### src/rtl/sodor_dmem_arbiter.sv
// Preloads the sodor5 data memory after reset, then shares its single
// port round-robin between the core dmem port and a debug port.
//
// Ports:
//   clk, reset      clock, async active-low reset
//   init_req        pulse: re-run the preload from RUN
//   init_done       high while in RUN
//   core_req_*      core word request (byte address, wr, wdata)
//   core_resp_*     core response, one cycle after grant
//   dbg_req_*       debug request, same shape as core
//   dbg_resp_*      debug response, same shape as core
//   mem_*           single-ported synchronous memory
`timescale 1ns/1ps
module sodor_dmem_arbiter #(
  parameter int unsigned       ADDR_W       = 4,
  parameter int unsigned       DATA_W       = 32,
  parameter logic [DATA_W-1:0] INIT_PATTERN = 32'h11111111
) (
  input  logic              clk,
  input  logic              reset,
  input  logic              init_req,
  output logic              init_done,
  input  logic              core_req_valid,
  output logic              core_req_ready,
  input  logic [31:0]       core_req_addr,
  input  logic              core_req_wr,
  input  logic [DATA_W-1:0] core_req_wdata,
  output logic              core_resp_valid,
  output logic [DATA_W-1:0] core_resp_data,
  input  logic              dbg_req_valid,
  output logic              dbg_req_ready,
  input  logic [31:0]       dbg_req_addr,
  input  logic              dbg_req_wr,
  input  logic [DATA_W-1:0] dbg_req_wdata,
  output logic              dbg_resp_valid,
  output logic [DATA_W-1:0] dbg_resp_data,
  output logic              mem_en,
  output logic              mem_we,
  output logic [ADDR_W-1:0] mem_addr,
  output logic [DATA_W-1:0] mem_wdata,
  input  logic [DATA_W-1:0] mem_rdata
);

  localparam int unsigned DEPTH = 1 << ADDR_W;
  localparam int unsigned PW    = ADDR_W + DATA_W;

  typedef enum logic {
    INIT,
    RUN
  } state_t;

  typedef enum logic {
    CORE,
    DBG
  } port_t;

  state_t            state_q;
  state_t            state_nx;
  port_t             last_q;
  port_t             last_nx;
  logic [ADDR_W-1:0] cnt_q;
  logic [ADDR_W-1:0] cnt_nx;

  logic              core_pend_q;
  logic              dbg_pend_q;
  logic              rd_q;
  logic [DATA_W-1:0] core_data_q;
  logic [DATA_W-1:0] dbg_data_q;

  logic              core_sel;
  logic              dbg_sel;
  logic              grant;
  logic [29:0]       sel_word;
  logic              sel_wr;
  logic [DATA_W-1:0] sel_wdata;
  logic              in_range;
  logic [DATA_W-1:0] rdata_sel;

  logic [DATA_W-1:0] preload_data;
  logic [ADDR_W-1:0] unused_prod_hi;
  logic              unused_lsb;

  assign {unused_prod_hi, preload_data} =
    PW'(cnt_q) * PW'(INIT_PATTERN);

  // Byte offset is ignored: word accesses only.
  assign unused_lsb = ^{core_req_addr[1:0],
                        dbg_req_addr[1:0]};

  always_comb begin
    core_sel = 1'b0;
    dbg_sel  = 1'b0;
    if (state_q == RUN) begin
      unique case (1'b1)
        core_req_valid && dbg_req_valid: begin
          if (last_q == DBG) core_sel = 1'b1;
          else               dbg_sel  = 1'b1;
        end
        core_req_valid && !dbg_req_valid:
          core_sel = 1'b1;
        !core_req_valid && dbg_req_valid:
          dbg_sel = 1'b1;
        default: ;
      endcase
    end
  end

  assign grant = core_sel | dbg_sel;

  always_comb begin
    sel_word  = core_req_addr[31:2];
    sel_wr    = core_req_wr;
    sel_wdata = core_req_wdata;
    if (dbg_sel) begin
      sel_word  = dbg_req_addr[31:2];
      sel_wr    = dbg_req_wr;
      sel_wdata = dbg_req_wdata;
    end
  end

  assign in_range = (sel_word[29:ADDR_W] == '0);

  assign core_req_ready = core_sel;
  assign dbg_req_ready  = dbg_sel;
  assign init_done      = (state_q == RUN);

  // INIT drives the memory from the state alone, so the live reset
  // level gates it to keep mem_* at 0 while reset is held.
  always_comb begin
    mem_en    = 1'b0;
    mem_we    = 1'b0;
    mem_addr  = '0;
    mem_wdata = '0;
    if (reset) begin
      unique case (1'b1)
        state_q == INIT: begin
          mem_en    = 1'b1;
          mem_we    = 1'b1;
          mem_addr  = cnt_q;
          mem_wdata = preload_data;
        end
        (state_q == RUN) && grant && in_range: begin
          mem_en    = 1'b1;
          mem_we    = sel_wr;
          mem_addr  = sel_word[ADDR_W-1:0];
          mem_wdata = sel_wdata;
        end
        default: ;
      endcase
    end
  end

  always_comb begin
    state_nx = state_q;
    cnt_nx   = cnt_q;
    last_nx  = last_q;
    unique case (state_q)
      INIT: begin
        cnt_nx = cnt_q + 1'b1;
        if (cnt_q == ADDR_W'(DEPTH - 1)) begin
          state_nx = RUN;
          cnt_nx   = '0;
        end
      end
      RUN: begin
        if (init_req) begin
          state_nx = INIT;
          cnt_nx   = '0;
        end
      end
      default: state_nx = INIT;
    endcase
    if (core_sel)     last_nx = CORE;
    else if (dbg_sel) last_nx = DBG;
  end

  // Reads return memory data; writes and dropped accesses return 0.
  assign rdata_sel = rd_q ? mem_rdata : '0;

  assign core_resp_valid = core_pend_q;
  assign dbg_resp_valid  = dbg_pend_q;
  assign core_resp_data  = core_pend_q ? rdata_sel
                                       : core_data_q;
  assign dbg_resp_data   = dbg_pend_q ? rdata_sel
                                      : dbg_data_q;

  always_ff @(posedge clk or negedge reset) begin
    if (!reset) begin
      state_q     <= INIT;
      cnt_q       <= '0;
      last_q      <= DBG;
      core_pend_q <= 1'b0;
      dbg_pend_q  <= 1'b0;
      rd_q        <= 1'b0;
      core_data_q <= '0;
      dbg_data_q  <= '0;
    end else begin
      state_q     <= state_nx;
      cnt_q       <= cnt_nx;
      last_q      <= last_nx;
      core_pend_q <= core_sel;
      dbg_pend_q  <= dbg_sel;
      rd_q        <= grant && in_range && !sel_wr;
      if (core_pend_q) core_data_q <= core_resp_data;
      if (dbg_pend_q)  dbg_data_q  <= dbg_resp_data;
    end
  end

endmodule

### config.mk
export PLATFORM = sky130hd
export DESIGN_NAME = sodor_dmem_arbiter
export DESIGN_NICKNAME = d
export VERILOG_FILES = /design/src/rtl/sodor_dmem_arbiter.sv
export SDC_FILE = /design/constraint.sdc
export NUM_CORES = 1
export LEC_CHECK = 0
export BUFFER_PORTS_ARGS = -buffer_cell sky130_fd_sc_hd__clkbuf_2
export CORE_AREA = 2 2 105 107
export DETAILED_ROUTE_END_ITERATION = 12
export DIE_AREA = 0 0 107 109
export PLACE_DENSITY_LB_ADDON = 0.08
export REMOVE_ABC_BUFFERS = 1
export SYNTH_ARGS = -nofsm -noshare
export SYNTH_HDL_FRONTEND = slang
export SYNTH_SLANG_ARGS = --single-unit
### constraint.sdc
create_clock -name clk -period 2.54 [get_ports clk]
set_clock_uncertainty 0.15 [all_clocks]
set_input_delay 0.254 -clock clk [delete_from_list [all_inputs] [get_ports clk]]
set_output_delay 0.254 -clock clk [all_outputs]
set_load 0.005 [all_outputs]
==> results of run 1 <==
-- worst max path at each step --
stage / startpoint / end / slack, ps / depth (start not counted)
after floorplan: init_done / mem_addr[3] / -1150 / 4
after global placement: core_req_addr[10] / mem_wdata[2] / 250 / 8
after detailed placement: core_req_addr[9] / mem_wdata[2] / 210 / 8
after CTS: last_q / mem_wdata[2] / 20 / 6
after global routing: last_q / mem_en / 2 / 7
final: last_q / mem_en / 170 / 7
-- per-stage QoR --
step | worst slack, ps | instance area, um^2 | std cells | hold slack (ps) | total power [W]
6_report | 166.1 | 5819 | 901 | 27.38 | 0.004477
5_1_grt | 2.322 | 5819 | 901 | 20.75 | 0.004874
4_1_cts | 18.19 | 5806 | 900 | 16.50 | 0.004533
3_5_place_dp | 211.8 | 5592 | 882 | -30.04 | 0.003643
3_3_place_gp | 246.3 | 5592 | 882 | -33.24 | 0.003582
2_1_floorplan | -1147 | 3946 | 463 | -191.6 | 0.002648
-- registers in the layout, summed over array words and instances (netlist names) --
name,count
dbg_resp_valid,1
dbg_data_q,32
rd_q,1
cnt_q,4
core_data_q,32
last_q,1
init_done,1
core_resp_valid,1
-- critical path: cells and delay by family, from the launching register on --
| kind | cells | cell delay (ps) |
|---|---|---|
| AND/OR/NAND/NOR | 2 | 210 |
| flip-flops | 1 | 560 |
| AO/OA/AOI/OAI | 2 | 320 |
| buffers and inverters | 3 | 520 |
-- final cells by class --
type / instances / area share
flip-flops and latches: 73 / 0.3148
clock buffers: 9 / 0.02129
well taps: 140 / 0.03010
multi-input cells: 322 / 0.3221
repair buffers: 283 / 0.2576
inverters: 68 / 0.04386
clock inverters: 6 / 0.01032
-- where the power goes --
group          switching (W)  leakage (nW)  total [W]  internal (W)
Clock               0.000441        0.0909   0.000884      0.000443
Combinational        0.00103          2.18    0.00186      0.000834
Sequential          0.000151         0.955    0.00173       0.00158
Total                0.00162          3.22    0.00448       0.00286
-- placed cells by master (no fill, tap or decap), types with 2 or more instances in the layout --
master	instances
clkbuf_2	268
o21ai_0	137
dfrtp_1	69
inv_1	68
nand3_1	65
mux2i_1	38
o21ai_1	29
nand2_1	12
nor4_1	11
clkbuf_8	9
buf_4	9
nor2_1	4
a21oi_1	3
o22ai_1	3
clkinv_2	3
dfrtp_2	3
dlygate4sd3_1	3
buf_12	3
nand4_1	2
o21ai_2	2
clkinvlp_4	2
-- repair_timing --
item / CTS / global route
buffers inserted: 0 / 1
hold buffers: 3 / 0
hold endpoints to repair: 14 / 0
endpoints found under the setup margin: 0 / 32
gates resized for setup: 0 / 1
-- cells by family (layout without fill, tap and decap cells) --
logic type | Yosys count | in the layout | share of synthesized area
compound gates | 179 | 179 | 0.2242
xor+xnor | 1 | 1 | 0.002135
fa+ha+maj | 1 | 1 | 0.003049
buf+inv | 103 | 366 | 0.1003
flops | 73 | 73 | 0.4456
mux | 38 | 38 | 0.09271
simple gates | 103 | 103 | 0.1321
-- layer usage --
metal | part of all wire | GRT usage | up-vias
met1 | 0.40 | 0.2586 | 2037
met3 | 0.053 | 0.04543 | 24
met5 | 0 | 0 | -
li1 | - | - | 2249
met2 | 0.52 | 0.3995 | 153
met4 | 0.028 | 0.08998 | 0
==> results_tabular.tex, run 1 <==
\begin{tabular}{lr}
\hline
Metric & Value \\
\hline
\multicolumn{2}{l}{\textbf{Drt}} \\
\quad TritonRoute pass-1 iters & 4 \\
\quad Avg Vias per Cell & 4.953 \\
\quad DRT iter0 DRCs & 208 \\
\quad Post-Route WL & 12,910 um \\
\quad Number of remaining DRC errors & 0 \\
\quad Average routed wire per standard cell & 14.33 um \\
\quad Antenna viol nets, final & 0 \\
\quad Number of vias after detailed routing & 4,463 \\
\multicolumn{2}{l}{\textbf{STA}} \\
\quad Final clock period utilization by the worst path & 0.9346 \\
\quad Time the worst path needs with I/O delays and setup & 2374 ps \\
\quad Final max-slew violation count & 0 \\
\quad Unrepaired setup endpoints after global routing & no \\
\quad Actual slew at the worst max-slew pin & 782.6 ps \\
\quad Peak clock frequency supported by timing & 0.4212 GHz \\
\quad Relative max-transition margin & 0.4783 \\
\quad Final hold vios & 0 \\
\quad Setup\_tns & 0 ps \\
\quad Final setup fails & 0 \\
\multicolumn{2}{l}{\textbf{Yosys}} \\
\quad Total number of yosys warnings & 0 \\
\quad Count of flip-flops with a built-in enable after synthesis & 0 \\
\quad Number of register bits inferred by synthesis & 73 \\
\quad Distinct cell type count after synthesis & 32 \\
\quad Most used DFF post-synth & dfrtp\_1 \\
\quad Most frequent cell after synthesis & o21ai\_0 \\
\quad Top cells by count, synth & o21ai\_0, dfrtp\_1, inv\_1, nand3\_1, mux2i\_1 \\
\quad Sequential-to-total area share from yosys stat & 0.4456 \\
\quad Proportion of netlist area held by the largest area contributor & 0.4392 \\
\quad Cell type contributing the most total cell area after synthesis & dfrtp\_1 \\
\quad Synth Area per Inst & 8.238 um\^{}2 \\
\quad Post-synthesis instance area & 4103 um\^{}2 \\
\quad Cells after Synth & 498 \\
\quad Fraction of registers with async set or reset after synthesis & 1.000 \\
\quad Biggest area contributors in the synthesized netlist & dfrtp\_1, o21ai\_0, mux2i\_1 \\
\multicolumn{2}{l}{\textbf{Die}} \\
\quad Die Area & 11,660 um\^{}2 \\
\quad Die width & 107 um \\
\quad Die height & 109 um \\
\quad Area of the core & 10,600 um\^{}2 \\
\quad \# rows & 38 \\
\quad Number of placed I/O pins & 274 \\
\quad Initial core utilization & 0.3869 \\
\multicolumn{2}{l}{\textbf{GRT}} \\
\quad First-pass GRT wire length & 20,290 um \\
\quad Total routing resource utilization after global routing & 0.2219 \\
\quad Initial antenna violation count & 0 \\
\quad Grt total ovfl & 0 \\
\quad Largest net degree at the start of global routing & 65 \\
\quad Via count of the first global-routing pass & 4,219 \\
\multicolumn{2}{l}{\textbf{Min path}} \\
\quad Worst min-delay path endpoint & last\_q \\
\quad Worst Hold Class & input port to flop \\
\quad Min-Delay Startpoint & dbg\_req\_valid \\
\quad Worst hold path depth & 3 \\
\multicolumn{2}{l}{\textbf{Outcome}} \\
\quad Outcome & completed \\
\multicolumn{2}{l}{\textbf{Clock network}} \\
\quad Htree depth & 3 \\
\quad TritonCTS clock tree & yes \\
\quad Num CTS Buffers & 9 \\
\quad Worst-Skew Late Latency & 350 ps \\
\quad Clk sinks & 73 \\
\quad Clock transition at the registers of the reported paths & 70 ps \\
\quad Cell chosen for the clock root & clkbuf\_8 \\
\quad Maximum number of buffers from clock root to sink & 2 \\
\multicolumn{2}{l}{\textbf{Power}} \\
\quad Max rail drop VDD & 0.2890 mV \\
\quad Static power due to leakage & 3.223 nW \\
\quad Pwr Density & 769.4 nW/um\^{}2 \\
\multicolumn{2}{l}{\textbf{Worst setup path}} \\
\quad Max Fanout on Critical Path & 16 \\
\quad Register-to-register setup slack & 830 ps \\
\quad Required time worst endpoint & 2140 ps \\
\quad Category of the most critical setup path & flop to output port \\
\quad Critical R2R Capture & rd\_q \\
\quad Crit path launch type & flop \\
\quad Reg2Reg Depth & 5 \\
\quad Critical Path Max Stage Delay & 560 ps \\
\quad Endpoint type of the worst setup path & output port \\
\quad Series of cell instances along the critical path & nand2\_1 > nand3\_2 > buf\_4 > inv\_1 > o21ai\_0 > o21ai\_0 > clkbuf\_2 \\
\quad Cell at the slowest stage of the critical path & dfstp\_2 \\
\quad Startpoint of the worst-slack reg-to-reg timing path & last\_q \\
\quad Worst EP arrival & 1970 ps \\
\quad Critical Path Most Common Cell & o21ai\_0 \\
\multicolumn{2}{l}{\textbf{Cells and area}} \\
\quad Number of diodes & 0 \\
\quad Final \#Nets & 925 \\
\quad Multi-input gate area in the final layout & 1874 um\^{}2 \\
\quad Layout Area Growth over Synthesis & 41.84\% \\
\quad Register area & 1832 um\^{}2 \\
\quad Count of fill cells added during filler insertion & 1,061 \\
\quad Proportion of layout cells with a drive suffix above 1 & 0.4008 \\
\quad Layout Utilization & 0.5489 \\
\multicolumn{2}{l}{\textbf{Flow run}} \\
\quad Max-cap violations & 0 \\
\multicolumn{2}{l}{\textbf{Placement}} \\
\quad HPWL Detailed & 10,250 um \\
\quad Gp weighted congestion & 0.8400 \\
\quad Port buffer count & 269 \\
\hline
\end{tabular}
(Power assumes the default switching activity.)
==> run 2, diff against run 1 <==
--- a/config.mk
+++ b/config.mk
@@ -6,9 +6,12 @@
 export NUM_CORES = 1
 export LEC_CHECK = 0
 export BUFFER_PORTS_ARGS = -buffer_cell sky130_fd_sc_hd__clkbuf_2
-export CORE_AREA = 2 2 105 107
+export CELL_PAD_IN_SITES_DETAIL_PLACEMENT = 0
+export CELL_PAD_IN_SITES_GLOBAL_PLACEMENT = 1
+export CORE_ASPECT_RATIO = 2
+export CORE_MARGIN = 2
+export CORE_UTILIZATION = 31
 export DETAILED_ROUTE_END_ITERATION = 12
-export DIE_AREA = 0 0 107 109
 export PLACE_DENSITY_LB_ADDON = 0.08
 export REMOVE_ABC_BUFFERS = 1
 export SYNTH_ARGS = -nofsm -noshare
==> constraint.sdc (replaced) <==
create_clock -name clk -period 2.76 [get_ports clk]
set_clock_uncertainty 0.15 [all_clocks]
set_input_delay 0.276 -clock clk [delete_from_list [all_inputs] [get_ports clk]]
set_output_delay 0.276 -clock clk [all_outputs]
set_load 0.005 [all_outputs]
==> run 2 against run 1 <==
Effect of this change:
- setup slack improved by 71 ps
- sequential cell count did not move
- total power fell by 2.1%
- register-to-register slack improved by 220 ps
- via count rose by 0.47%
- sequential power fell by 6%
- non-clock buffer count fell by 2
- sequential share of layout area fell by 0.43 points
- die area rose by 22%
- first-iteration DRC count fell by 18%
- core utilization fell by 9.5 points
- clock power rose by 21%
- critical endpoint is now mem_wdata[3]
- highest routed layer unchanged
==> results_tabular.tex, run 2 (synthesis results as in run 1) <==
\begin{tabular}{lr}
\hline
Metric & Value \\
\hline
\multicolumn{2}{l}{\textbf{Worst setup path}} \\
\quad Required time worst endpoint & 2330 ps \\
\quad Worst EP arrival & 2100 ps \\
\quad Register-to-register setup slack & 1050 ps \\
\quad Crit path launch type & flop \\
\quad Series of cell instances along the critical path & o211ai\_1 > nor4\_1 > o21ai\_2 > buf\_4 > o21ai\_0 > clkbuf\_2 \\
\quad Max Fanout on Critical Path & 36 \\
\quad Endpoint type of the worst setup path & output port \\
\quad Critical Path Max Stage Delay & 550 ps \\
\quad Startpoint of the worst-slack reg-to-reg timing path & last\_q \\
\quad Category of the most critical setup path & flop to output port \\
\quad Cell at the slowest stage of the critical path & dfstp\_2 \\
\quad Reg2Reg Depth & 5 \\
\quad Critical R2R Capture & rd\_q \\
\multicolumn{2}{l}{\textbf{Clock network}} \\
\quad Hold Buf Count CTS & 2 \\
\quad Worst-Skew Late Latency & 320 ps \\
\quad TritonCTS clock tree & yes \\
\quad Post CTS Setup Buffer Count & 0 \\
\quad Clk sinks & 73 \\
\quad Cell chosen for the clock root & clkbuf\_16 \\
\quad Clock transition at the registers of the reported paths & 50 ps \\
\quad Num CTS Buffers & 9 \\
\quad CTS resizes & 0 \\
\quad Maximum number of buffers from clock root to sink & 2 \\
\quad Htree depth & 3 \\
\multicolumn{2}{l}{\textbf{Drt}} \\
\quad Highest metal layer with signal wires & met4 \\
\quad Avg Vias per Cell & 4.911 \\
\quad Wire length on met3 & 909 um \\
\quad Met2 wire length & 7427 um \\
\quad Number of vias after detailed routing & 4,484 \\
\quad TritonRoute pass-1 iters & 4 \\
\quad DRT iter0 DRCs & 170 \\
\quad Post-Route WL & 13,360 um \\
\quad Antenna viol nets, final & 0 \\
\quad Number of remaining DRC errors & 0 \\
\quad Average routed wire per standard cell & 14.63 um \\
\quad M1 WL & 4771 um \\
\multicolumn{2}{l}{\textbf{GRT}} \\
\quad Largest net degree at the start of global routing & 62 \\
\quad First-pass GRT wire length & 21,870 um \\
\quad Total routing resource utilization after global routing & 0.1907 \\
\quad Initial antenna violation count & 1 \\
\quad Grt total ovfl & 0 \\
\quad Via count of the first global-routing pass & 4,559 \\
\multicolumn{2}{l}{\textbf{STA}} \\
\quad Final hold vios & 0 \\
\quad Peak clock frequency supported by timing & 0.3963 GHz \\
\quad Final max-slew violation count & 0 \\
\quad Time the worst path needs with I/O delays and setup & 2523 ps \\
\quad Relative max-transition margin & 0.4732 \\
\quad Final clock period utilization by the worst path & 0.9142 \\
\quad Unrepaired setup endpoints after global routing & no \\
\quad Final setup fails & 0 \\
\quad Setup\_tns & 0 ps \\
\quad Actual slew at the worst max-slew pin & 790.2 ps \\
\multicolumn{2}{l}{\textbf{Die}} \\
\quad Number of placed I/O pins & 274 \\
\quad Initial core utilization & 0.3158 \\
\quad Area of the core & 12,990 um\^{}2 \\
\quad Die Area & 14,230 um\^{}2 \\
\quad Die height & 166.7 um \\
\quad Die width & 85.35 um \\
\quad \# rows & 59 \\
\multicolumn{2}{l}{\textbf{Power}} \\
\quad Total power & 0.004381 W \\
\quad Share of power burned in the clock network & 0.243 \\
\quad Pwr Density & 742.5 nW/um\^{}2 \\
\quad Pint & 0.002888 W \\
\quad Combinational share of power & 0.386 \\
\quad Switching power of the nets & 0.001493 W \\
\quad Max rail drop VDD & 0.5949 mV \\
\quad Switching share of power & 0.3408 \\
\quad Static power due to leakage & 3.252 nW \\
\quad Power share of the sequential group & 0.371 \\
\multicolumn{2}{l}{\textbf{Placement}} \\
\quad Port buffer count & 269 \\
\quad DP Area & 5607 um\^{}2 \\
\quad HPWL Detailed & 10,580 um \\
\quad Gp weighted congestion & 0.8295 \\
\quad Count of placed standard cells including taps & 894 \\
\multicolumn{2}{l}{\textbf{Cells and area}} \\
\quad Final instance area & 5901 um\^{}2 \\
\quad Non-filler instance count after layout & 913 \\
\quad Layout Area Growth over Synthesis & 43.82\% \\
\quad Proportion of layout cells with a drive suffix above 1 & 0.3934 \\
\quad Most common cell after layout, fill and taps aside & clkbuf\_2 \\
\quad Registers with the most flip-flops & core\_data\_q: 32 flops, dbg\_data\_q: 32 flops, cnt\_q: 4 flops \\
\quad Layout Utilization & 0.4542 \\
\quad Top library cells by usage in the layout, fill and taps aside & clkbuf\_2, o21ai\_0, dfrtp\_1, inv\_1, nand3\_1 \\
\quad Final \#Nets & 923 \\
\multicolumn{2}{l}{\textbf{Min path}} \\
\quad Worst hold path depth & 2 \\
\quad Worst min-delay path endpoint & cnt\_q[3] \\
\quad Min-Delay Startpoint & init\_req \\
\quad Worst Hold Class & input port to flop \\
\multicolumn{2}{l}{\textbf{Flow run}} \\
\quad Max-cap violations & 0 \\
\multicolumn{2}{l}{\textbf{Outcome}} \\
\quad Outcome & completed \\
\hline
\end{tabular}
-- run 2: cell count changes in the layout (fill, tap and decap cells not counted), moves of 2 or more --
cell,change
clkinvlp_4,-2
clkbuf_16,+9
clkbuf_8,-7
clkbuf_1,+5
clkinv_2,-3
-- run 2: critical path, delay by kind of cell (launching register included) --
kind                   cells  cell delay (ps)
and+or+nand+nor            1              370
buffers and inverters      2              390
AOI/OAI and AO/OA          3              450
DFF                        1              550
-- run 2: how the worst max path moves through the flow --
stage	start	end	slack [ps]	cells past startpoint
after global placement	dbg_req_addr[21]	mem_wdata[6]	400	7
after CTS	last_q	mem_wdata[3]	210	6
after detailed placement	dbg_req_addr[21]	mem_wdata[3]	330	7
final	last_q	mem_wdata[3]	240	6
after global routing	last_q	mem_wdata[1]	30	6
after floorplan	init_done	mem_addr[3]	-950	4
-- run 2: final cells by class --
| cell class | count | area, um^2 |
|---|---|---|
| multi-input combinational | 322 | 1868 |
| tap | 152 | 190.2 |
| fill | 1382 | 7092 |
| inverter | 68 | 255.2 |
| sequential | 73 | 1832 |
| clock buffer | 16 | 271.5 |
| timing repair buffer | 281 | 1481 |
| antenna | 1 | 2.502 |
-- run 2: power groups by stage --
stage / clock network (W) / registers, W / logic (W)
floorplan: 0 / 0.00163 / 0.000805
global placement: 0 / 0.00163 / 0.00170
detailed placement: 0 / 0.00165 / 0.00173
CTS: 0.00111 / 0.00163 / 0.00174
global route: 0.00115 / 0.00168 / 0.00194
finish: 0.00107 / 0.00162 / 0.00169
-- run 2: per-layer routing --
layer,vias to the layer above,global-route usage
met4,0,0.07108
met5,-,0
li1,2241,-
met2,184,0.3567
met1,2048,0.2006
met3,11,0.04460
-- run 2: metrics by stage --
stage	setup slack, ps	hold WS [ps]
6_report	236.7	66.27
5_1_grt	26.92	76.10
4_1_cts	205.7	51.44
3_5_place_dp	325.1	10.16
3_3_place_gp	403.0	6.850
2_1_floorplan	-948.9	-169.6
